==> config.mk <==
export PLATFORM = sky130hd
export DESIGN_NAME = song_recorder
export DESIGN_NICKNAME = d
export VERILOG_FILES = /design/src/rtl/song_recorder.sv
export SDC_FILE = /design/constraint.sdc
export NUM_CORES = 1
export LEC_CHECK = 0
export BUFFER_PORTS_ARGS = -buffer_cell sky130_fd_sc_hd__buf_2
export CORE_UTILIZATION = 55
export DETAILED_ROUTE_END_ITERATION = 12
export GPL_TIMING_DRIVEN = 1
export PLACE_DENSITY = 0.71
export RECOVER_POWER = 50
export SYNTH_ARGS = -nofsm -noshare
export SYNTH_HDL_FRONTEND = slang
export SYNTH_SLANG_ARGS = --single-unit
==> constraint.sdc <==
create_clock -name clk -period 7 [get_ports clk]
set_input_delay 0.7 -clock clk [delete_from_list [all_inputs] [get_ports clk]]
set_output_delay 0.7 -clock clk [all_outputs]
set_load 0.02 [all_outputs]
==> src/rtl/song_recorder.sv <==
// Live-take recorder: quantises (note, octave) hold times into a DEPTH-entry song buffer.
// Optional feature macro: SONG_REC_TRIM_EN (drop leading rests of a take).
module song_recorder #(
  parameter int CLK_HZ  = 100_000_000,
  parameter int TICK_MS = 50,
  parameter int DEPTH   = 32,
  localparam int AW     = $clog2(DEPTH)
) (
  input  logic          clk,
  input  logic          reset,
  input  logic          write_on,
  input  logic [3:0]    note_in,
  input  logic [1:0]    octave_in,
  input  logic [AW-1:0] rd_addr,
  output logic [3:0]    rd_note,
  output logic [1:0]    rd_octave,
  output logic [7:0]    rd_dur,
  output logic [AW:0]   length,
  output logic          recording,
  output logic          full
);
  localparam int TICK_CYCLES = CLK_HZ / 1000 * TICK_MS;
  localparam int TW = (TICK_CYCLES > 1) ? $clog2(TICK_CYCLES) : 1;

  typedef enum logic [1:0] {IDLE, REC, FULL} state_t;
  state_t state, state_n;

  logic          wr_q, wr_qq;
  logic [3:0]    note_q, cur_note;
  logic [1:0]    oct_q, cur_oct;
  logic [7:0]    dur, dur_eff;
  logic [TW-1:0] tick;
  logic [13:0]   mem [DEPTH];

  logic rise, fall, wrap, changed, keep;
  logic commit, open_ev, reopen, clr_len;

  assign rise    = wr_q & ~wr_qq;
  assign fall    = ~wr_q & wr_qq;
  assign wrap    = (tick == TW'(TICK_CYCLES - 1));
  // a wrap in the same cycle as a key change still belongs to the old event
  assign dur_eff = dur + 8'(wrap);
  assign changed = {note_q, oct_q} != {cur_note, cur_oct};
`ifdef SONG_REC_TRIM_EN
  assign keep    = (dur_eff != 8'd0) && !((cur_note == 4'd0) && (length == '0));
`else
  assign keep    = (dur_eff != 8'd0);
`endif

  assign recording = (state == REC);
  assign full      = (length == (AW+1)'(DEPTH));

  always_ff @(posedge clk or posedge reset) begin
    if (reset) state <= IDLE;
    else       state <= state_n;
  end

  always_comb begin
    state_n = state;
    commit  = 1'b0;
    open_ev = 1'b0;
    reopen  = 1'b0;
    clr_len = 1'b0;
    case (state)
      IDLE: if (rise) begin
        state_n = REC;
        open_ev = 1'b1;
        clr_len = 1'b1;
      end
      REC: begin
        if (fall) begin
          commit  = keep;
          state_n = IDLE;
        end else if (changed) begin
          commit  = keep;
          open_ev = 1'b1;
        end else if (dur_eff == 8'hFF) begin
          commit  = keep;
          reopen  = 1'b1;
        end
        if (commit && !fall && (length == (AW+1)'(DEPTH - 1))) state_n = FULL;
      end
      FULL: if (fall) state_n = IDLE;
      default: state_n = IDLE;
    endcase
  end

  // inputs are registered once so edge detect and key compare share one timebase
  always_ff @(posedge clk or posedge reset) begin
    if (reset) begin
      wr_q     <= 1'b0;
      wr_qq    <= 1'b0;
      note_q   <= '0;
      oct_q    <= '0;
      cur_note <= '0;
      cur_oct  <= '0;
      dur      <= '0;
      tick     <= '0;
      length   <= '0;
    end else begin
      wr_q   <= write_on;
      wr_qq  <= wr_q;
      note_q <= (note_in > 4'd7) ? 4'd0 : note_in;
      oct_q  <= octave_in;
      if (state == REC) begin
        tick <= wrap ? '0 : tick + TW'(1);
        dur  <= dur_eff;
      end
      if (reopen) dur <= '0;
      if (open_ev) begin
        cur_note <= note_q;
        cur_oct  <= oct_q;
        dur      <= '0;
        tick     <= '0;
      end
      if (clr_len)     length <= '0;
      else if (commit) length <= length + (AW+1)'(1);
    end
  end

  always_ff @(posedge clk) begin
    if (commit) mem[length[AW-1:0]] <= {cur_note, cur_oct, dur_eff};
  end

  always_ff @(posedge clk or posedge reset) begin
    if (reset) begin
      rd_note   <= '0;
      rd_octave <= '0;
      rd_dur    <= '0;
    end else begin
      {rd_note, rd_octave, rd_dur} <= mem[rd_addr];
    end
  end
endmodule

# After elaboration in Yosys (flattened, before gate mapping)
# Memory sizes are Yosys's and may differ from the RTL's. A register that Yosys moved wholly into a read port is not among the register bits.
# Cells that the tools add are included.
# Widths: inputs -> output; s select.
[classes]
multipliers = 0
bitwise_logic = 4
reduce_logical = 8
n_addsub = 3
muxes = 29
eq_ne = 8
div = 0
order_cmp = 1
shift = 0
[ops]
columns = ["operator", "n"]
rows = [
  ["$mux 23", 3],
  ["$mux 8", 3],
  ["$add 23x1->23 const B", 1],
  ["$eq 23x23->1 const B", 1],
  ["$mux 1", 15],
  ["$mux 6", 2],
  ["$add 8x1->8", 1],
  ["$eq 8x8->1 const B", 1],
  ["$reduce_bool 8->1", 1],
  ["$add 6x1->6 const B", 1],
  ["$eq 6x5->1 const B", 1],
  ["$eq 6x6->1 const B", 1],
  ["$mux 2", 3],
  ["$ne 6x6->1", 1],
  ["$pmux 2 s3", 1],
  ["$gt 4x3->1 const B", 1],
  ["$mux 4", 1],
  ["$reduce_bool 2->1", 2],
  ["$reduce_bool 3->1", 1],
  ["$and 1x1->1", 2],
  ["$eq 2x1->1 const B", 1],
  ["$eq 2x2->1 const B", 1],
  ["$logic_and 1x1->1", 2],
  ["$logic_not 2->1", 1],
  ["other kinds (4)", 5],
]
[word_totals]
reg_bits = 53
in_bits = 14
rom_bits = 0
ram_bits = 448
output_inout_bits = 22
memories = 1
word_cells = 64
latchBits = 0
[memory_table]
columns = ["name", "words", "width", "rd", "rd_clocked_by_memory_dff", "write_ports", "line_no", "text"]
rows = [
  ["mem", 32, 14, 1, 1, 1, "33", "logic [13:0] mem [DEPTH];"],
]

# Logic depth before layout (Yosys ltp)
[logic_depth]
ltp_word = 11
ltp_mapped = 15
mapped_depth_nobuf = 13

# Worst setup path after synthesis
# OpenSTA, ideal clock, no wires.
[synth_path]
path_type = "reg2reg"
start = "register tick[0]"
end = "memory mem[14][0], enable pin"
n_path_buf = 2
t_arrival_ps = 4677
stages_incl_launch_ff = 16
period_less_slack_ps = 5061
slack_ps = 1939
required_ps = 6616
setup_ps = 384
cell_sequence = "dfrtp_1 > ha_1 > nand4_1 > nand4b_1 > or4_1 > inv_1 > ha_1 > ha_1 > buf_2 > xor2_1 > nand4_1 > a311oi_4 > nand2b_1 > buf_6 > nand4_2 > nor2_1"
[synth_via]
elab_chain_len = 10
elab_cells_between_ends = 11
cone_classes = "1 x add/sub; 2 x eq/ne; 7 x mux; 1 x reduce/logical"
[synth_lines]
columns = ["item", "line_no", "text"]
rows = [
  ["start, declared", "32", "logic [TW-1:0] tick;"],
  ["start signal, assigned", "106", "tick <= wrap ? '0 : tick + TW'(1);"],
  ["$eq 23x23->1 *", "40", "assign wrap = (tick == TW'(TICK_CYCLES - 1));"],
  ["$add 8x1->8 *", "42", "assign dur_eff = dur + 8'(wrap);"],
  ["via dur_eff[2]", "31", "logic [7:0] dur, dur_eff;"],
  ["$eq 8x8->1 or $reduce_bool 8->1 (tied branches)", "77, 47", ""],
  ["$mux 1", "77", "end else if (dur_eff == 8'hFF) begin"],
  ["$mux 1", "74", "end else if (changed) begin"],
  ["$mux 1 *", "71", "if (fall) begin"],
  ["$mux 1 * (2 in a row)", "64", "case (state)"],
  ["$mux 1 *", "122", "if (commit) mem[length[AW-1:0]] <= {cur_note, cur_oct, dur_eff};"],
  ["$mux 1 (not written as such) *", "122", ""],
  ["end, declared", "33", ""],
]
# Mark *: on every way through the listed nets, which the timed path passes. The rest lies on a longest branch. The select of a mux whose other input is x is not followed.

==> impl_summary.md <==
Outcome
The flow ran to the end, but the final reports show violations. The checks that failed: capacitance limit, slew limit.

Setup path
The arrival time reported for the critical path endpoint is 6.01 ns. The depth of the worst register-to-register path is 13. The worst flop-to-flop path startpoint is tick[0]. Along the worst path, the maximum fanout reaches 67. Data on the critical path is required at its endpoint by 7.43 ns.

The critical path is of the primary input to flop type. The worst register-to-register path ends at mem[29][8]. The worst setup path is launched from a primary input. In this run the register-to-register setup slack is 1.78 ns. STA classifies the critical path endpoint as a flop.

Placed design
The pre-CTS setup slack is 1.85 ns. Input and output buffers added on the ports amount to 35. The placement-stage cell area is 21,300 um^2. The number of placed instances with taps included is 1,479. The estimated wirelength of the detail-placed design is 24.0 mm. The congestion estimate from routability-driven global placement came to 0.831.

Logic synthesis
The netlist area before placement is 20,400 um^2. After synthesis the netlist holds a flip-flop and latch count of 515. The mean instance size in the synthesized netlist is 20.8 um^2. Counting distinct cell types in the post-synthesis netlist gives 56.

The synthesized design contains 448 enable-type register cells. The total nets after synthesis is 999. The Yosys step of the flow raised 0 warnings. In the synthesized netlist, the number of instances is 978. Counting flops with an async set or reset pin after synthesis yields a share of 13.0%.

The sequential-to-total area share from yosys stat is 74.2%. In the synthesized netlist the dominant register cell turns out to be sky130_fd_sc_hd__edfxtp_1.

Power and ir drop
The clock network burns 41.9% of the power. Power spread over the standard cell area amounts to 283 nW/um^2. The combinational fraction of design power is 4.1%. Power comes to 6.49 mW. IR analysis of the VDD net gives a maximum drop of 0.174 mV. Cell internal power was estimated by the tool at 5.14 mW.

The power dissipated by switching net loads is 1.34 mW. The switching part of the total power is 20.7%. The part of the power in registers is 54.1%. The analysis attributes to cell leakage a power of 6.89 nW.

Die
The area of the core is 36,500 um^2. For this design the top-level I/O count stands at 36. The height of the chip is 194 um. Once the floorplan was initialized, standard cells occupied 55.8% of the core. The initialized floorplan defines 70 standard-cell rows. The die footprint is 37,800 um^2.

The floorplan step set the die width to 194 um.

Hold path
The startpoint identified for the worst hold timing path is write_on. Along the worst hold path, the cell count comes to 1. The path type of the worst min-delay path is primary input to flop. The end point of the most critical hold path is wr_q.

STA
The smallest clock period supported by the final layout is computed as 5.59 ns. Setup repair after global routing left no endpoint under its margin. In the final timing run, aggregate negative setup slack is 0 ns. After layout, the worst setup slack is 1.41 ns. The final hold violation count came to 0. The final period utilization is 79.8%.

The number of setup violations in the final report is 0. For the pin with the worst max-slew slack, the measured transition is 4.26 ns. The worst pin sits at a relative slew slack of -184%. The setup clock skew after layout is 0.0232 ns.

The tightest hold margin is 0.257 ns. The total count of max-transition violations in the final report is 374. Derived from the worst setup path, the maximum achievable clock frequency is 179 MHz.

Detailed routing
The detailed-router iteration count before antenna repair is 5. The per-cell routed wire length is 26.0 um. The DRC violation total after the first TritonRoute iteration is 989. Summing over every cut layer, the via total after detailed routing is 9,788. After detailed routing, the number of remaining DRC violations is 0. Summed over all layers, the routed wires come to 40.9 mm. The remaining number of nets flagged by the antenna check after routing is 0.

Dividing the detail-routed via count by the number of cells gives 6.23.

Finish
The final design utilization is 62.7%. Of the cells placed in the final design, the portion with a size suffix greater than 1 is 26.1%. The finished layout holds 1,570 standard cells, fillers aside. The area growth from synthesis to layout is 12.4%. The number of nets in the layout is 1,084.

In the layout the commonest cells are sky130_fd_sc_hd__edfxtp_1 (448), sky130_fd_sc_hd__mux4_2 (140), sky130_fd_sc_hd__dfrtp_1 (67). The commonest non-fill, non-tap cell in the layout is sky130_fd_sc_hd__edfxtp_1. 0 antenna diodes ended up in the layout. With fillers left out, the area of the finished cells amounts to 22,900 um^2.

Global route
The pin count of the biggest net entering global routing is 113. Global routing finished with a remaining overflow of 0. The via count of the first global-routing pass was 9,580. The all-layer global routing usage is 22.3%. The number of antenna violations at the first check in global routing is 1. The first-pass GRT wire length is 61.4 mm.

Clock network
The clock slew at the register clock pins of the worst setup and hold paths is 0.06 ns. The post-cts repair resize count is 0. The clock passes through at most 3 buffers. The clock drives 515 sinks. The H-tree generated during clock tree synthesis spans 2 levels.

TritonCTS built the clock tree. Once the clock tree was built, the setup fixing pass inserted 0 buffers. For the worst-skew pair, the clock arrives at the later sink with an insertion delay of 0.57 ns. Hold repair after CTS inserted 0 buffers.

The root buffer selected by CTS is sky130_fd_sc_hd__clkbuf_16. TritonCTS created 50 clock buffers.

Run
The total of max-cap violations is 9.
==> worst max-delay path, stage by stage <==
cell and delay [ns]:
sky130_fd_sc_hd__clkbuf_1 2.95, sky130_fd_sc_hd__buf_4 0.92, sky130_fd_sc_hd__mux4_2 0.47, sky130_fd_sc_hd__mux4_2 0.53, sky130_fd_sc_hd__mux2_1 0.37
==> how the worst max path moves through the flow <==
stage / from / to / slack (ns) / cells after the start
2_1_floorplan: tick[0] / mem[14][0] / 1.94 / 15
3_3_place_gp: tick[0] / mem[29][3] / 2.00 / 13
3_5_place_dp: tick[0] / mem[29][2] / 1.85 / 13
4_1_cts: tick[0] / mem[29][2] / 1.80 / 13
5_1_grt: rd_addr[1] / rd_dur[3] / 1.12 / 5
6_report: rd_addr[1] / rd_dur[6] / 1.41 / 5
==> sequential cells by signal, summed over array words and instances, names as in the netlist, 2 cells and up <==
| register | cells |
|---|---|
| cur_note | 4 |
| cur_oct | 2 |
| dur | 8 |
| length | 6 |
| mem | 448 |
| note_q | 4 |
| oct_q | 2 |
| rd_dur | 8 |
| rd_note | 4 |
| rd_octave | 2 |
| state | 2 |
| tick | 23 |
==> Yosys cell counts, types with 6 or more instances <==
cell                       count  area (um^2)
sky130_fd_sc_hd__o21ai_0       7         35.0
sky130_fd_sc_hd__mux2_2       21          236
sky130_fd_sc_hd__inv_1         8         30.0
sky130_fd_sc_hd__nand4_1      10         62.6
sky130_fd_sc_hd__mux4_2      140         3150
sky130_fd_sc_hd__clkbuf_1     21         78.8
sky130_fd_sc_hd__nand3_1      13         65.1
sky130_fd_sc_hd__edfxtp_1    448        13500
sky130_fd_sc_hd__nor2_1       66          248
sky130_fd_sc_hd__xor2_1       26          228
sky130_fd_sc_hd__dfrtp_1      67         1680
sky130_fd_sc_hd__xnor2_1       6         52.6
sky130_fd_sc_hd__nand2_1      30          113
sky130_fd_sc_hd__ha_1          7         87.6
sky130_fd_sc_hd__buf_2        11         55.1
==> metal layers <==
| metal | vias to the layer above | wire, um | GRT usage [%] |
|---|---|---|---|
| met5 | - | 0 | 0 |
| met4 | 0 | 715 | 5.38 |
| met3 | 46 | 2820 | 3.35 |
| met1 | 5199 | 18800 | 35.9 |
| li1 | 4172 | - | - |
| met2 | 371 | 18600 | 32.5 |
==> layout make-up <==
cell class,count,area [um^2]
multi-input cells,411,5050
repair buffers,76,445
fillers,2447,13600
clock inverters,34,364
clock buffers,57,1300
inverters,9,33.8
flip-flops and latches,515,15100
well taps,468,586
==> power by group through the flow <==
stage               clock, mW  combinational, mW  sequential [mW]
detailed placement          0              0.267             3.57
floorplan                   0              0.163             3.55
finish                   2.72              0.263             3.51
global route             2.87              0.285             3.51
CTS                      2.76              0.268             3.51
global placement            0              0.262             3.56
==> logic make-up (layout without fill, tap and decap cells) <==
family	count (synthesis)	after routing	share of synthesized area, %
and+or+nand+nor	172	172	4.48
adders and majority gates	7	7	0.430
other	1	1	0.0184
buffers and inverters	52	176	1.15
xor gates and xnor gates	32	32	1.38
muxes	165	165	16.8
DFF	515	515	74.2
AOI/OAI and AO/OA	34	34	1.46
Power figures use the tool's default switching activity.
